### config.mk
export PLATFORM = sky130hd
export DESIGN_NAME = accum_frame_amisha
export DESIGN_NICKNAME = d
export VERILOG_FILES = /design/src/rtl/accum_frame_amisha_pkg.sv /design/src/rtl/accum_frame_amisha_adder.sv /design/src/rtl/accum_frame_amisha.sv
export SDC_FILE = /design/constraint.sdc
export NUM_CORES = 1
export LEC_CHECK = 0
export ABC_AREA = 1
export BUFFER_PORTS_ARGS = -buffer_cell sky130_fd_sc_hd__buf_2
export CORE_MARGIN = 2
export CORE_UTILIZATION = 53
export DETAILED_ROUTE_END_ITERATION = 8
export PLACE_DENSITY = 0.73
export SYNTH_ARGS = -nofsm -noshare
export SYNTH_HDL_FRONTEND = slang
export SYNTH_SLANG_ARGS = --single-unit
### constraint.sdc
create_clock -name clk_amisha -period 2.9 [get_ports clk_amisha]
set_clock_uncertainty 0.05 [all_clocks]
set_input_delay 0.435 -clock clk_amisha [delete_from_list [all_inputs] [get_ports clk_amisha]]
set_output_delay 0.435 -clock clk_amisha [all_outputs]
set_load 0.005 [all_outputs]
### src/rtl/accum_frame_amisha_pkg.sv
// Shared types and default sizing for the accum_frame_amisha frame accumulator.
package accum_pkg_amisha;

    localparam logic ST_ACC_ENC  = 1'b0;
    localparam logic ST_HOLD_ENC = 1'b1;

    typedef enum logic {
        ACC  = ST_ACC_ENC,
        HOLD = ST_HOLD_ENC
    } state_t;

    localparam int DEF_N     = 4;
    localparam int DEF_HW    = 4;
    localparam int DEF_LEN   = 8;
    localparam int DEF_CNT_W = 4;

endpackage

### src/rtl/accum_frame_amisha_adder.sv
// N-bit ripple-carry adder with carry-out, shared by the accumulator datapath.
module accum_frame_amisha_adder #(
    parameter int N = 4
) (
    input  logic [N-1:0] a,
    input  logic [N-1:0] b,
    output logic [N-1:0] sum,
    output logic         cout
);

    logic [N:0] carry;

    assign carry[0] = 1'b0;

    generate
        for (genvar gi = 0; gi < N; gi++) begin : g_bit
            assign sum[gi]      = a[gi] ^ b[gi] ^ carry[gi];
            assign carry[gi+1]  = (a[gi] & b[gi]) | (carry[gi] & (a[gi] ^ b[gi]));
        end
    endgenerate

    assign cout = carry[N];

endmodule

### src/rtl/accum_frame_amisha.sv
// Frame accumulator: sums LEN samples into {carry count, low word} and holds the result.
// Optional build macro ACC_SATURATE_EN makes the frame sum saturate instead of wrapping.
module accum_frame_amisha
    import accum_pkg_amisha::*;
#(
    parameter int N     = DEF_N,
    parameter int HW    = DEF_HW,
    parameter int LEN   = DEF_LEN,
    parameter int CNT_W = DEF_CNT_W
) (
    input  logic          clk_amisha,
    input  logic          reset_amisha,
    input  logic          in_valid_amisha,
    output logic          in_ready_amisha,
    input  logic [N-1:0]  in_data_amisha,
    input  logic          clear_amisha,
    output logic          out_valid_amisha,
    input  logic          out_ready_amisha,
    output logic [N+HW-1:0] out_sum_amisha,
    output logic          out_ovf_amisha
);

    state_t            state_reg, state_next;
    logic [N-1:0]      lo_reg, lo_next;
    logic [HW-1:0]     hi_reg, hi_next;
    logic [CNT_W-1:0]  cnt_reg, cnt_next;
    logic              ovf_reg, ovf_next;
    logic [N+HW-1:0]   out_sum_reg, out_sum_next;
    logic              out_ovf_reg, out_ovf_next;

    logic [N-1:0]      add_sum;
    logic              add_cout;
    logic              accept;
    logic              wrap;
    logic [N-1:0]      lo_acc;
    logic [HW-1:0]     hi_acc;
    logic              ovf_acc;

    accum_frame_amisha_adder #(.N(N)) u_adder (
        .a    (lo_reg),
        .b    (in_data_amisha),
        .sum  (add_sum),
        .cout (add_cout)
    );

    // A clear discards the pending result, so it is never offered in that cycle.
    assign in_ready_amisha  = (state_reg == ACC) && !reset_amisha && !clear_amisha;
    assign out_valid_amisha = (state_reg == HOLD) && !clear_amisha;
    assign out_sum_amisha   = out_sum_reg;
    assign out_ovf_amisha   = out_ovf_reg;

    assign accept = in_valid_amisha && in_ready_amisha;
    assign wrap   = (hi_reg == {HW{1'b1}}) && add_cout;

    always_comb begin
        ovf_acc = ovf_reg | wrap;
`ifdef ACC_SATURATE_EN
        if (ovf_reg || wrap) begin
            lo_acc = {N{1'b1}};
            hi_acc = {HW{1'b1}};
        end else begin
            lo_acc = add_sum;
            hi_acc = hi_reg + HW'(add_cout);
        end
`else
        lo_acc = add_sum;
        hi_acc = hi_reg + HW'(add_cout);
`endif
    end

    always_comb begin
        state_next   = state_reg;
        lo_next      = lo_reg;
        hi_next      = hi_reg;
        cnt_next     = cnt_reg;
        ovf_next     = ovf_reg;
        out_sum_next = out_sum_reg;
        out_ovf_next = out_ovf_reg;

        if (clear_amisha) begin
            state_next = ACC;
            lo_next    = '0;
            hi_next    = '0;
            cnt_next   = '0;
            ovf_next   = 1'b0;
        end else begin
            case (state_reg)
                ACC: begin
                    if (accept) begin
                        if (cnt_reg == CNT_W'(LEN - 1)) begin
                            out_sum_next = {hi_acc, lo_acc};
                            out_ovf_next = ovf_acc;
                            state_next   = HOLD;
                            lo_next      = '0;
                            hi_next      = '0;
                            cnt_next     = '0;
                            ovf_next     = 1'b0;
                        end else begin
                            lo_next  = lo_acc;
                            hi_next  = hi_acc;
                            ovf_next = ovf_acc;
                            cnt_next = cnt_reg + 1'b1;
                        end
                    end
                end
                HOLD: begin
                    if (out_ready_amisha) begin
                        state_next = ACC;
                    end
                end
                default: state_next = ACC;
            endcase
        end
    end

    always_ff @(posedge clk_amisha) begin
        if (reset_amisha) begin
            state_reg   <= ACC;
            lo_reg      <= '0;
            hi_reg      <= '0;
            cnt_reg     <= '0;
            ovf_reg     <= 1'b0;
            out_sum_reg <= '0;
            out_ovf_reg <= 1'b0;
        end else begin
            state_reg   <= state_next;
            lo_reg      <= lo_next;
            hi_reg      <= hi_next;
            cnt_reg     <= cnt_next;
            ovf_reg     <= ovf_next;
            out_sum_reg <= out_sum_next;
            out_ovf_reg <= out_ovf_next;
        end
    end

endmodule

* After elaboration in Yosys (flattened, before gate mapping)
Cells that the tools add are included.
** Word-level totals
- Register bits :: 23
- Latch bits :: 0
- Bits in writable memories :: 0
- Bits in read-only memories :: 0
- Bits of input ports :: 9
- Output and inout bits :: 11
- Memories :: 0
** Cells by class
- Add/subtract/negate cells :: 2
- Multiply operators :: 0
- Divide/modulo/power cells :: 0
- Order comparisons :: 0
- Eq/ne operators :: 2
- Shifts and indexed selects :: 0
- Muxes and demuxes :: 8
- Bitwise logic cells :: 20
- Reduce and logical (&&, ||, !) cells :: 10
** Operators with widths (number)
- 2-to-1 mux 4 bit :: 3
- AND 1 bit :: 7
- bitwise XOR 1 bit :: 7
- logical AND 1 bit :: 5
- adder 4 x 1 -> 4 bit :: 1
- adder 4 x 1 -> 4 bit, second input constant :: 1
- == test 4 x 3 -> 1 bit, second input constant :: 1
- == test 4 bit, second input constant :: 1
- 2-to-1 mux 1 bit :: 4
- bitwise OR 1 bit :: 4
- AND reduction 4 bit :: 1
- zero test 1 bit :: 2
- NOT 1 bit :: 2
- case mux 1 bit (2 select lines) :: 1
- AND reduction 2 bit :: 1
- OR reduction 2 bit :: 1

* Longest topological paths before layout
- Word-level depth :: 10
- Mapped depth :: 13
- Gate-level depth less buffers :: 13

* Modules after synthesis
From an unflattened synthesis, not the netlist that was laid out.
** Unflattened totals
- Cells, all modules :: 158
- Area total of the unflattened synthesis :: 1166.1 µm²
** Modules (own cells, without submodules)
- accum_frame_amisha :: instances 1, cells each 144, area an instance 1056.0 µm², sequential area each 460.4 µm²
- accum_frame_amisha_adder :: instances 1, cells each 14, area an instance 110.1 µm², sequential area each 0.0 µm²

* Least setup slack after synthesis
Ideal clock, no wire load.
- Kind :: input to register
- From :: in in_data_amisha[0]
- To :: reg out_sum_reg[6] (netlist: out_sum_amisha[6])
- Arrival :: 2.264 ns
- Setup slack :: 0.522 ns
- Stages on the path :: 13
- Buffers on the path :: 0
- Cells stage by stage :: ha_1 inv_1 fa_1 fa_1 inv_1 fa_1 ha_1 ha_1 xor2_1 inv_1 nand2_1 nand2_1 nor2_1
** On the way
- Longest elaborated chain between the ends :: 8
** Ends and longest elaborated chain
- start, declared :: RTL line accum_frame_amisha.sv:15 : input logic [N-1:0] in_data_amisha,
- AND 1 bit (2 in a row) :: RTL line accum_frame_amisha_adder.sv:18 : assign carry[gi+1] = (a[gi] & b[gi]) | (carry[gi] & (a[gi] ^ b[gi]));
- bitwise OR 1 bit :: RTL line accum_frame_amisha_adder.sv:18
- AND 1 bit :: RTL line accum_frame_amisha_adder.sv:18
- bitwise OR 1 bit :: RTL line accum_frame_amisha_adder.sv:18
- AND 1 bit :: RTL line accum_frame_amisha_adder.sv:18
- bitwise OR 1 bit :: RTL line accum_frame_amisha_adder.sv:18
- adder 4 x 1 -> 4 bit :: RTL line accum_frame_amisha.sv:67 : hi_acc = hi_reg + HW'(add_cout);
- end signal, assigned :: RTL line accum_frame_amisha.sv:131 : out_sum_reg <= out_sum_next;
- end, declared :: RTL line accum_frame_amisha.sv:28 : logic [N+HW-1:0] out_sum_reg, out_sum_next;
No other way between the ends.
A chain may end at the register's enable or synchronous reset.

* Worst setup path in the final report
- From :: reg lo_reg[0]
- To :: reg out_sum_reg[6] (netlist: out_sum_amisha[6])
** On the way
- Longest elaborated chain between the ends :: 8
** Ends and longest elaborated chain
- start, declared :: RTL line accum_frame_amisha.sv:24 : logic [N-1:0] lo_reg, lo_next;
- start signal, assigned :: RTL line accum_frame_amisha.sv:127 : lo_reg <= lo_next;
- AND 1 bit (2 in a row) :: RTL line accum_frame_amisha_adder.sv:18
- bitwise OR 1 bit :: RTL line accum_frame_amisha_adder.sv:18
- AND 1 bit :: RTL line accum_frame_amisha_adder.sv:18
- bitwise OR 1 bit :: RTL line accum_frame_amisha_adder.sv:18
- AND 1 bit :: RTL line accum_frame_amisha_adder.sv:18
- bitwise OR 1 bit :: RTL line accum_frame_amisha_adder.sv:18
- adder 4 x 1 -> 4 bit :: RTL line accum_frame_amisha.sv:67
No other way between the ends.

==> results.yml <==
cells_and_area:
  syn_to_final_growth_pct: 12.1
  stdcell_count: 201
  final_common_cell: "nand2_1"
  finish.utilization: 0.633
  drive_gt1_frac: 0.149
  layout_common_cells: "nand2_1, nor2_1, dfxtp_1"
  fillerInstances: 185
  final_nets: 191
  largest_reg_flops: 8
  n_antenna_cell: 0
synth:
  synth_area_sq_mm: 0.00112
  syn_inst: 154
  synth_area_leaders: "dfxtp_1, nand2_1, nor2_1"
  avgSynthCellArea_sq_um: 7.26
  syn_nets: 170
  synth_cell_types: 19
  yosys.area.top_type: "dfxtp_1"
  ys_seq_elements: 23
  synth_warnings: 0
  yosysTopAreaCellShare: 0.412
  synth_seq_area_share: 0.412
critical_path:
  crit_start: "lo_reg[0]"
  rr_startpoint: "lo_reg[0]"
  worst_r2r_endpoint: "out_sum_amisha[6]"
  worstSetupPathType: "register to register"
  cp_max_fo: 3
  crit_end: "out_sum_amisha[6]"
  cp_data_required_time_ns: 3.09
  cpPeakStageDelay_ns: 0.37
  rr_worst_depth: 13
  rrSetupSlack_ns: 0.46
  worstPathCellList: "ha_1 > inv_1 > fa_1 > fa_1 > inv_1 > fa_1 > ha_1 > ha_1 > xor2_1 > inv_1 > nand2_1 > nand2_1 > nor2_1"
  endpoint_kind: "register"
  cp.arrival_ns: 2.64
  slowest_stage: "fa_1"
  start_kind: "register"
clock_network:
  numClockSinks: 23
  cts_buffers: 3
  cts.path.max_buffers: 2
  hold_buffers: 0
  cts_tree: "yes"
  post_cts_resize_count: 0
  post_cts_buffers: 0
  cts-root-buf: "clkbuf_4"
  path_clk_slew_ns: 0.12
  htreeDepth: 1
  insertion_delay_ns: 0.29
min_path:
  hold_path_class: "input pin to register"
  holdPathStages: 4
sta:
  maxSlewViolCount: 0
  rsz0062_at_grt: "false"
  fin_crit_sh: 0.842
  whs_ns: 0.362
  fmax_mhz: 409
  hold_violations: 0
  setup_viol: 0
  tns_ns: 0
  slew-limit-headroom: 0.764
  layout_min_cycle_time_ns: 2.44
  worst_slew_pin_slew_ns: 0.353
power:
  power.leakage_nw: 0.574
  power_w: 0.000491
  peakVddDrop_mv: 0.256
  powerDensity_mw_per_mm2: 392
floorplan:
  start_util: 0.564
  die_w_microns: 49.9
  row_count: 16
  core-area_sq_mm: 0.00198
  die_y_microns: 49.9
  die-area_sq_mm: 0.00249
  ios: 20
routing:
  drt_iter0_drc: 10
  detail-route-antenna-nets: 0
  vias: 939
  totalWireLength_microns: 1990
  drc_errors: 0
  wl_per_cell_microns: 9.88
  dr.pass1.iters: 4
  routed_via_density: 4.67
global_route:
  grt_max_degree: 20
  antenna_found_initial: 0
  grt_first_pass_wirelength_microns: 3580
  track_usage: 0.189
  grt-ovfl-total: 0
  grt_pass1_vias: 901
place:
  place_hpwl_microns: 1550
  dp.cells: 197
  io_buffers: 19
  gp_congestion: 0.797
run_status:
  status: "finished, final reports clean"
flow_run:
  max_cap_viol_count: 0
==> power by group <==
part	internal, W	total (W)	switching [W]	leakage, nW
Combinational	0.0000124	0.0000343	0.0000219	0.373
Sequential	0.000317	0.000318	0.000000917	0.185
Clock	0.0000534	0.000139	0.0000856	0.0150
==> per-stage QoR <==
stage                     area (sq um)  worst slack [ns]
final                             1250             0.457
after global routing              1250             0.279
after CTS                         1250             0.452
after detailed placement          1230             0.284
after global placement            1230             0.356
after floorplan                   1120             0.522
==> area by class of cell <==
type / count / area, sq um / share of cell area
multi-input cells: 108 / 563 / 0.449
flip-flops and latches: 23 / 460 / 0.367
clock buffers: 4 / 26.3 / 0.0210
inverters: 20 / 75.1 / 0.0599
well taps: 27 / 33.8 / 0.0269
repair buffers: 19 / 95.1 / 0.0758
==> metal layers <==
metal | vias up | global-route usage | share of wire
li1 | 506 | - | -
met1 | 415 | 0.219 | 0.46
met2 | 16 | 0.340 | 0.49
met3 | 2 | 0.0394 | 0.043
met4 | 0 | 0.0648 | 0.0060
met5 | - | 0 | 0
==> critical path: cells and delay by family, from the launching register on <==
kind,cells,cell delay (ns)
fa+ha+maj,6,1.44
flops,1,0.35
xor+xnor,1,0.20
buf+inv,3,0.18
simple gates,3,0.17
==> worst min path at each step <==
stage	from	endpoint
floorplan	ovf_reg	ovf_reg
finish	out_ready_amisha	state_reg
global placement	ovf_reg	ovf_reg
global route	out_ready_amisha	state_reg
detailed placement	ovf_reg	ovf_reg
CTS	out_ready_amisha	state_reg
==> logic make-up after synthesis <==
| group | share of synthesized area |
|---|---|
| fa+ha+maj | 0.0984 |
| compound gates | 0.0582 |
| buf+inv | 0.0850 |
| simple gates | 0.323 |
| xor+xnor | 0.0235 |
| flops | 0.412 |
==> cells in the mapped netlist <==
| cell | instances |
|---|---|
| nor2_1 | 32 |
| nor2_2 | 1 |
| nand3_1 | 4 |
| buf_6 | 1 |
| dfxtp_1 | 23 |
| ha_1 | 4 |
| nand3_4 | 1 |
| inv_1 | 19 |
| o21ai_0 | 1 |
| nand4_1 | 1 |
| nor2_4 | 2 |
| a21oi_1 | 9 |
| buf_2 | 1 |
| clkinv_1 | 1 |
| o21bai_1 | 2 |
| nand2_1 | 45 |
| clkbuf_1 | 1 |
| xor2_1 | 3 |
| fa_1 | 3 |
No activity file was read; power rests on OpenSTA's default activity.
